### config.mk
export PLATFORM = sky130hd
export DESIGN_NAME = uart_tx
export DESIGN_NICKNAME = d
export VERILOG_FILES = /design/src/rtl/uart_pkg.sv /design/src/rtl/uart_tx_baud_gen.sv /design/src/rtl/uart_tx.sv
export SDC_FILE = /design/constraint.sdc
export NUM_CORES = 1
export LEC_CHECK = 0
export CORE_ASPECT_RATIO = 1.1
export CORE_UTILIZATION = 55
export DETAILED_ROUTE_END_ITERATION = 10
export PLACE_DENSITY = 0.77
export SLEW_MARGIN = 20
export SYNTH_ARGS = -nofsm -noshare
export SYNTH_HDL_FRONTEND = slang
export SYNTH_SLANG_ARGS = --single-unit
### constraint.sdc
create_clock -name clk -period 1.78 [get_ports clk]
set_input_delay 0.267 -clock clk [delete_from_list [all_inputs] [get_ports clk]]
set_output_delay 0.267 -clock clk [all_outputs]
set_load 0.02 [all_outputs]
### src/rtl/uart_pkg.sv
// Shared UART definitions: frame constants and transmitter state encoding.
// Also intended for the receiver side of the link.
package uart_pkg;

  localparam int unsigned DATA_BITS = 8;
  localparam logic        IDLE_LINE = 1'b1;
  localparam logic        START_LVL = 1'b0;

  typedef enum logic [2:0] {
    IDLE,
    START,
    DATA,
    PARITY,
    STOP
  } tx_state_t;

endpackage

### src/rtl/uart_tx_baud_gen.sv
// Bit-period timer: bit_tick is high on the last clk cycle of every bit period.
// The counter is held at zero whenever en is low, so each frame starts aligned.
module baud_gen #(
  parameter int unsigned CLKS_PER_BIT = 1042
) (
  input  logic clk,
  input  logic nRst,
  input  logic en,
  output logic bit_tick
);

  localparam int unsigned CNT_W = $clog2(CLKS_PER_BIT);

  logic [CNT_W-1:0] cnt;

  // bit_tick is registered one cycle ahead so it lines up with cnt == CLKS_PER_BIT-1
  always_ff @(posedge clk or negedge nRst) begin
    if (!nRst) begin
      cnt      <= '0;
      bit_tick <= 1'b0;
    end else if (!en) begin
      cnt      <= '0;
      bit_tick <= 1'b0;
    end else begin
      cnt      <= (cnt == CNT_W'(CLKS_PER_BIT - 1)) ? '0 : cnt + CNT_W'(1);
      bit_tick <= (cnt == CNT_W'(CLKS_PER_BIT - 2));
    end
  end

endmodule

### src/rtl/uart_tx.sv
// UART transmitter: one byte per tx_ctrl/tx_ready handshake, 8N1 LSB first.
// Define UART_PARITY_EN to insert a parity bit (8E1 / 8O1 chosen by PARITY_ODD).
module uart_tx
  import uart_pkg::*;
#(
  parameter int unsigned CLKS_PER_BIT = 1042,
  parameter int unsigned STOP_BITS    = 1,
  parameter int unsigned PARITY_ODD   = 0
) (
  input  logic       clk,
  input  logic       nRst,
  input  logic       tx_ctrl,
  input  logic [7:0] tx_byte,
  output logic       tx_ready,
  output logic       tx_serial,
  output logic       tx_busy,
  output logic       tx_done
);

  localparam logic [2:0] LAST_BIT  = 3'(DATA_BITS - 1);
  localparam logic       STOP_LAST = 1'(STOP_BITS - 1);

  if (CLKS_PER_BIT < 2 || STOP_BITS < 1 || STOP_BITS > 2 || PARITY_ODD > 1) begin : g_bad_cfg
    $error("uart_tx: illegal parameter combination");
  end

  tx_state_t            state;
  logic [DATA_BITS-1:0] shreg;
  logic [2:0]           bit_idx;
  logic                 stop_cnt;
  logic                 bit_tick;
`ifdef UART_PARITY_EN
  logic                 par_bit;
`endif

  baud_gen #(
    .CLKS_PER_BIT(CLKS_PER_BIT)
  ) u_baud (
    .clk      (clk),
    .nRst     (nRst),
    .en       (tx_busy),
    .bit_tick (bit_tick)
  );

  // Built from flops only: the last cycle of the final stop bit
  assign tx_done = bit_tick && (state == STOP) && (stop_cnt == STOP_LAST);

  // Frame sequencer; the line level for the next bit is registered on each bit_tick
  always_ff @(posedge clk or negedge nRst) begin
    if (!nRst) begin
      state     <= IDLE;
      shreg     <= '0;
      bit_idx   <= '0;
      stop_cnt  <= 1'b0;
      tx_serial <= IDLE_LINE;
      tx_ready  <= 1'b1;
      tx_busy   <= 1'b0;
`ifdef UART_PARITY_EN
      par_bit   <= 1'b0;
`endif
    end else begin
      case (state)
        IDLE: begin
          tx_serial <= IDLE_LINE;
          if (tx_ctrl && tx_ready) begin
            state     <= START;
            shreg     <= tx_byte;
            bit_idx   <= '0;
            stop_cnt  <= 1'b0;
            tx_serial <= START_LVL;
            tx_ready  <= 1'b0;
            tx_busy   <= 1'b1;
`ifdef UART_PARITY_EN
            par_bit   <= (^tx_byte) ^ 1'(PARITY_ODD);
`endif
          end
        end
        START: begin
          if (bit_tick) begin
            state     <= DATA;
            tx_serial <= shreg[0];
          end
        end
        DATA: begin
          if (bit_tick) begin
            if (bit_idx == LAST_BIT) begin
              bit_idx   <= '0;
`ifdef UART_PARITY_EN
              state     <= PARITY;
              tx_serial <= par_bit;
`else
              state     <= STOP;
              tx_serial <= IDLE_LINE;
`endif
            end else begin
              bit_idx   <= bit_idx + 3'd1;
              shreg     <= {1'b0, shreg[DATA_BITS-1:1]};
              tx_serial <= shreg[1];
            end
          end
        end
`ifdef UART_PARITY_EN
        PARITY: begin
          if (bit_tick) begin
            state     <= STOP;
            tx_serial <= IDLE_LINE;
          end
        end
`endif
        STOP: begin
          if (bit_tick) begin
            if (stop_cnt == STOP_LAST) begin
              state    <= IDLE;
              stop_cnt <= 1'b0;
              tx_ready <= 1'b1;
              tx_busy  <= 1'b0;
            end else begin
              stop_cnt <= stop_cnt + 1'b1;
            end
          end
        end
        default: begin
          state     <= IDLE;
          tx_serial <= IDLE_LINE;
          tx_ready  <= 1'b1;
          tx_busy   <= 1'b0;
        end
      endcase
    end
  end

endmodule

==> results of run 1 <==
per-stage QoR:
| step | setup WS, ns | cells | hold WS, ns |
|---|---|---|---|
| 6_report | 0.0608 | 206 | 0.307 |
| 5_1_grt | 0.0108 | 206 | 0.344 |
| 4_1_cts | 0.0425 | 206 | 0.311 |
| 3_5_place_dp | 0.0646 | 198 | 0.497 |
| 3_3_place_gp | 0.155 | 198 | 0.472 |
| 2_1_floorplan | 0.290 | 154 | -0.0286 |
synth_stat cells, drive strengths merged:
cell type | count | area, um^2
nand3b | 2 | 15.0
ha | 6 | 75.1
o41ai | 1 | 8.76
nand3 | 7 | 35.0
inv | 5 | 18.8
mux2i | 7 | 70.1
and4 | 1 | 8.76
dfrtp | 27 | 676
a21oi | 14 | 70.1
o21ai | 8 | 43.8
o32a | 1 | 10.0
nor4b | 1 | 8.76
nand2 | 8 | 32.5
buf | 6 | 38.8
and3b | 2 | 17.5
nor2 | 24 | 92.6
o21a | 2 | 16.3
or4b | 1 | 10.0
or3 | 1 | 6.26
and2 | 1 | 6.26
dfstp | 2 | 52.6
nor2b | 1 | 6.26
nor3 | 6 | 30.0
clkbuf | 1 | 3.75
o22a | 1 | 8.76
xor2 | 4 | 35.0
mux2 | 2 | 22.5
a21o | 1 | 7.51
nand4 | 3 | 18.8
xnor2 | 5 | 43.8
nor4 | 1 | 6.26
and3 | 2 | 12.5
placed cells by master, fill, tap and decap left out, types with 2 or more instances in the layout:
| cell | netlist | layout |
|---|---|---|
| a21oi_1 | 14 | 14 |
| clkbuf_4 | 0 | 5 |
| ha_1 | 6 | 6 |
| o21ai_1 | 2 | 2 |
| mux2_2 | 2 | 2 |
| mux2i_1 | 7 | 7 |
| dfstp_2 | 2 | 2 |
| dfrtp_1 | 27 | 27 |
| xnor2_1 | 5 | 5 |
| nand3_1 | 7 | 7 |
| buf_4 | 1 | 6 |
| dlygate4sd2_1 | 0 | 2 |
| nor2_1 | 23 | 23 |
| nand4_1 | 3 | 3 |
| clkdlybuf4s50_1 | 0 | 12 |
| inv_1 | 5 | 5 |
| xor2_1 | 4 | 4 |
| and3b_1 | 2 | 2 |
| o21ai_0 | 5 | 5 |
| bufinv_16 | 0 | 2 |
| nor3_1 | 6 | 6 |
| nand3b_1 | 2 | 2 |
| and3_1 | 2 | 2 |
| nand2_1 | 7 | 7 |
layout make-up:
type / instances / area (um^2)
Inverter: 5 / 18.8
Sequential cell: 29 / 728
Clock inverter: 3 / 65.1
Clock buffer: 5 / 37.5
Timing Repair Buffer: 20 / 183
Tap cell: 31 / 38.8
Fill cell: 179 / 747
Multi-Input combinational cell: 113 / 726
cells by family after synthesis:
logic type                 count (synthesis)  synth area share (%)
DFF                                       29                  48.3
adders and majority gates                  6                  4.98
AOI/OAI and AO/OA                         28                  11.0
muxes                                      9                  6.14
and+or+nand+nor                           61                  20.3
buffers and inverters                     12                  4.07
xor gates and xnor gates                   9                  5.23
how the worst max path moves through the flow:
stage / from / to / slack (ns) / cells after the start
floorplan: bit_idx[0]$_DFFE_PN0P_ / shreg[1]$_DFFE_PN0P_ / 0.29 / 7
global placement: u_baud.cnt[1]$_DFF_PN0_ / u_baud.cnt[9]$_DFF_PN0_ / 0.16 / 5
detailed placement: u_baud.cnt[1]$_DFF_PN0_ / u_baud.cnt[8]$_DFF_PN0_ / 0.06 / 5
CTS: tx_serial$_DFFE_PN1P_ / tx_serial / 0.04 / 1
global route: bit_idx[0]$_DFFE_PN0P_ / shreg[2]$_DFFE_PN0P_ / 0.01 / 6
finish: tx_serial$_DFFE_PN1P_ / tx_serial / 0.06 / 1
timing repair:
item	4_1_cts	5_1_grt
setup endpoints to repair	2	11
pin swaps	0	0
resized for setup	2	1
hold buffers	0	0
where the power goes:
part           total [W]  switching (W)  internal [W]  leakage, nW
clock           0.000680       0.000245      0.000435       0.0552
combinational  0.0000407      0.0000176     0.0000232        0.464
sequential      0.000659              0      0.000659        0.373
metal layers:
metal  up-vias  share of wire (%)  track usage [%]
met5         -                  0                0
met4         0                1.6             9.27
met3         7                3.4             6.50
met2        27                 50             35.7
met1       558                 45             28.5
li1        575                  -                -
flip-flops by register name (all words and copies together), names as in the netlist:
signal,cells
shreg,8
tx_busy,1
tx_serial,1
state,3
u_baud.cnt,11
tx_ready,1
bit_idx,3
u_baud.bit_tick,1
==> results_dict.tcl, run 1 <==
set metrics [dict create \
    outcome "complete, no violations" \
    worst-slew-pin-transition_ns 0.365 \
    via_count 1167 \
    post-route-min-period_ns 1.72 \
    ir_drop_mv 0.713 \
    drive_gt1_share_pct 12.6 \
    areaGrowthSynthToFinish_pct 19.2 \
    numCtsBuffers 5 \
    io_buffers 14 \
    final_area_mm2 0.00180 \
    worstReg2RegStart "u_baud.cnt[1]$_DFF_PN0_" \
    die_h_um 56.9 \
    cts_tree "built" \
    cts_setup_buffers 0 \
    placed_area_mm2 0.00169 \
    htreeDepth 2 \
    synthCells 154 \
    path_cells "clkdlybuf4s50_1" \
    ios 15 \
    avgSynthCellArea_um2 9.79 \
    seq_area_frac_synth_pct 48.3 \
    skew_ns 0.00525 \
    drc 0 \
    dp_hpwl_um 1990 \
    grt_pass1_vias 1143 \
    maxSlewHeadroom_pct 75.5 \
    syn-cell-area_mm2 0.00151 \
    grt_max_degree 30 \
    r2r_slack_ns 0.14 \
    grt_setup_unrepaired "no" \
    vias_per_cell 5.67 \
    worstReg2RegEnd "u_baud.cnt[8]$_DFF_PN0_" \
    drt_iter0_markers 21 \
    grt_pass1_wl_um 4820 \
    powerDensity_mw_per_mm2 768 \
    p_leak_nw 0.893 \
    ys_ff_latch 29 \
    clockBufferDepth 2 \
    max_cap_viol_count 0 \
    total_power_w 0.00138 \
    start_util_pct 59.3 \
    yosys_warnings 0 \
    min_path_type "in -> async" \
    cp_num_buf_inv 1 \
    critPathMaxFanout 2 \
    fmax_ghz 0.582 \
    setup_viol 0 \
    clk_latency_ns 0.33 \
    crit_slowest_cell "clkdlybuf4s50_1" \
    maxSlewViolCount 0 \
    wl_um 2850 \
    root_buffer "clkbuf_4" \
    gp_congestion 0.755 \
    ys_types 39 \
    antenna_found_initial 0 \
    wl_per_cell_um 13.8 \
    die_w_um 51.9 \
    clk_pin_slew_ns 0.10 \
    postRouteAntennaNets 0 \
    core_mm2 0.00254 \
    track_usage_pct 22.5 \
    end_kind "primary output" \
    hold_violations 0 \
    rows 19 \
    arrival_ns 1.45 \
    syn_nets 171 \
    setup-tns-final_ns 0 \
    slowest_delay_ns 0.59 \
    antenna_cells 0 \
    required_ns 1.51 \
    start_kind "register" \
    worstSetupPathType "reg -> out" \
    crit_family "buffers and inverters" \
    dieArea_mm2 0.00295 \
    fin_util_pct 70.6 \
    fin_crit_sh_pct 96.6 \
    num-nets-final 191 \
    clock-sinks 29 \
    gr-total-overflow 0 \
    first_pass_iters 4 \
    r2r_cells 5 \
]
Note: power is estimated with default switching activity, not from simulation.
==> run 2: changes to the inputs <==
clock period = 1.9 ns   (was 1.78 ns; I/O delays follow)
==> run 2 against run 1 <==
  * Via count decreased by 0.69%
  * Setup slack better by 0.052 ns
  * Clock skew rose by 0.0026 ns
  * Final area shrank 3.4%
  * Sequential power shrank 6.4%
  * Combinational power decreased by 6.4%
  * Cell count fell by 0.49%
==> results_dict.tcl, run 2 (synthesis results as in run 1) <==
set metrics [dict create \
    wl_um 2730 \
    cts_setup_buffers 0 \
    wl_per_cell_um 13.3 \
    crit_family "buffers and inverters" \
    start_util_pct 59.3 \
    skew_ns 0.00781 \
    dp_hpwl_um 1870 \
    p_leak_nw 0.857 \
    top_register "u_baud.cnt" \
    core_mm2 0.00254 \
    cp_num_buf_inv 1 \
    setup-tns-final_ns 0 \
    clockBufferDepth 2 \
    max_cap_viol_count 0 \
    root_buffer "clkbuf_4" \
    maxSlewHeadroom_pct 68.6 \
    crit_slowest_cell "clkdlybuf4s50_1" \
    antenna_cells 0 \
    final_common_cell "dfrtp_1" \
    grt_pass1_wl_um 4850 \
    gr-total-overflow 0 \
    r2r_slack_ns 0.15 \
    end_kind "primary output" \
    post_cts_resized 1 \
    fmax_ghz 0.559 \
    rows 19 \
    vias_per_cell 5.65 \
    start_kind "register" \
    placedCellCount 197 \
    numCtsBuffers 5 \
    min_path_type "in -> async" \
    areaGrowthSynthToFinish_pct 15.1 \
    first_pass_iters 2 \
    path_cells "clkdlybuf4s50_1" \
    largest_reg_flops 11 \
    drt_iter0_markers 16 \
    setup_viol 0 \
    crit_cells 1 \
    antenna_found_initial 0 \
    hold_buffers 0 \
    drc 0 \
    maxSlewViolCount 0 \
    ir_drop_mv 0.473 \
    worstReg2RegStart "u_baud.cnt[1]$_DFF_PN0_" \
    slowest_delay_ns 0.61 \
    dieArea_mm2 0.00295 \
    post-route-min-period_ns 1.79 \
    clk_pin_slew_ns 0.10 \
    hold_violations 0 \
    htreeDepth 2 \
    postRouteAntennaNets 0 \
    drive_gt1_share_pct 12.1 \
    die_h_um 56.9 \
    worstSetupEndpoint "tx_ready" \
    worst-slew-pin-transition_ns 0.471 \
    critPathMaxFanout 6 \
    required_ns 1.62 \
    grt_pass1_vias 1130 \
    ios 15 \
    clock-sinks 29 \
    r2r_cells 5 \
    clk_latency_ns 0.33 \
    worstSetupPathType "reg -> out" \
    fin_crit_sh_pct 94.1 \
    grt_max_degree 30 \
    arrival_ns 1.50 \
    outcome "complete, no violations" \
    powerDensity_mw_per_mm2 587 \
    io_buffers 14 \
    die_w_um 51.9 \
    final_cell_mix "dfrtp_1 (27), nor2_1 (23), a21oi_1 (14)" \
    final_cells 205 \
    grt_setup_unrepaired "no" \
    cts_tree "built" \
    gp_congestion 0.745 \
    startpoint "tx_ready$_DFFE_PN1P_" \
    worstReg2RegEnd "u_baud.cnt[3]$_DFF_PN0_" \
    reg.largest.list "u_baud.cnt: 11 flops, shreg: 8 flops" \
    num-nets-final 190 \
    track_usage_pct 22.6 \
    via_count 1159 \
]
## run 2: worst min-delay path by stage
| stage | startpoint | to | slack [ns] | depth (start not counted) |
|---|---|---|---|---|
| after floorplan | nRst | bit_idx[0]$_DFFE_PN0P_ | -0.01 | 0 |
| after global placement | bit_idx[1]$_DFFE_PN0P_ | bit_idx[1]$_DFFE_PN0P_ | 0.47 | 2 |
| after detailed placement | bit_idx[1]$_DFFE_PN0P_ | bit_idx[1]$_DFFE_PN0P_ | 0.51 | 2 |
| after CTS | nRst | state[1]$_DFFE_PN0P_ | 0.34 | 2 |
| after global routing | nRst | state[1]$_DFFE_PN0P_ | 0.35 | 2 |
| final | nRst | state[0]$_DFFE_PN0P_ | 0.33 | 2 |
## run 2: per-stage QoR
| step | util (%) | setup slack [ns] | cell area, um^2 | hold slack, ns | total power, W |
|---|---|---|---|---|---|
| 2_1_floorplan | - | 0.410 | 1510 | -0.0106 | 0.000633 |
| 3_3_place_gp | 66.1 | 0.282 | 1680 | 0.472 | 0.000667 |
| 3_5_place_dp | 66.1 | 0.204 | 1680 | 0.508 | 0.000668 |
| 4_1_cts | 68.2 | 0.0900 | 1740 | 0.339 | 0.00104 |
| 5_1_grt | 68.2 | 0.0665 | 1740 | 0.351 | 0.00106 |
| 6_report | 68.2 | 0.113 | 1740 | 0.331 | 0.00102 |
## run 2: cell type report
cell class              instances  area [um^2]
clock buffers                   5         37.5
clock inverters                 3         17.5
fillers                       214          808
inverters                       5         18.8
multi-input cells             113          718
flip-flops and latches         29          728
well taps                      31         38.8
repair buffers                 19          176
## run 2: where the power goes
part	leakage (nW)	switching (W)	internal, W
Combinational	0.453	0.0000163	0.0000217
Sequential	0.373	0	0.000617
Clock	0.0310	0.000224	0.000139
## run 2: metal layers
layer | GRT usage, % | routed length [um] | vias to the layer above
met5 | 0 | 0 | -
met4 | 10.4 | 42 | 0
met3 | 5.69 | 74 | 4
met2 | 37.4 | 1330 | 12
met1 | 27.1 | 1290 | 569
li1 | - | - | 574
==> run 3: changes to the inputs <==
ABC_AREA = 0   (was default)
CTS_CLUSTER_DIAMETER = 60   (was default)
==> results of run 3 <==
No change in the layout: final DEF, timing and power equal those of run 2.
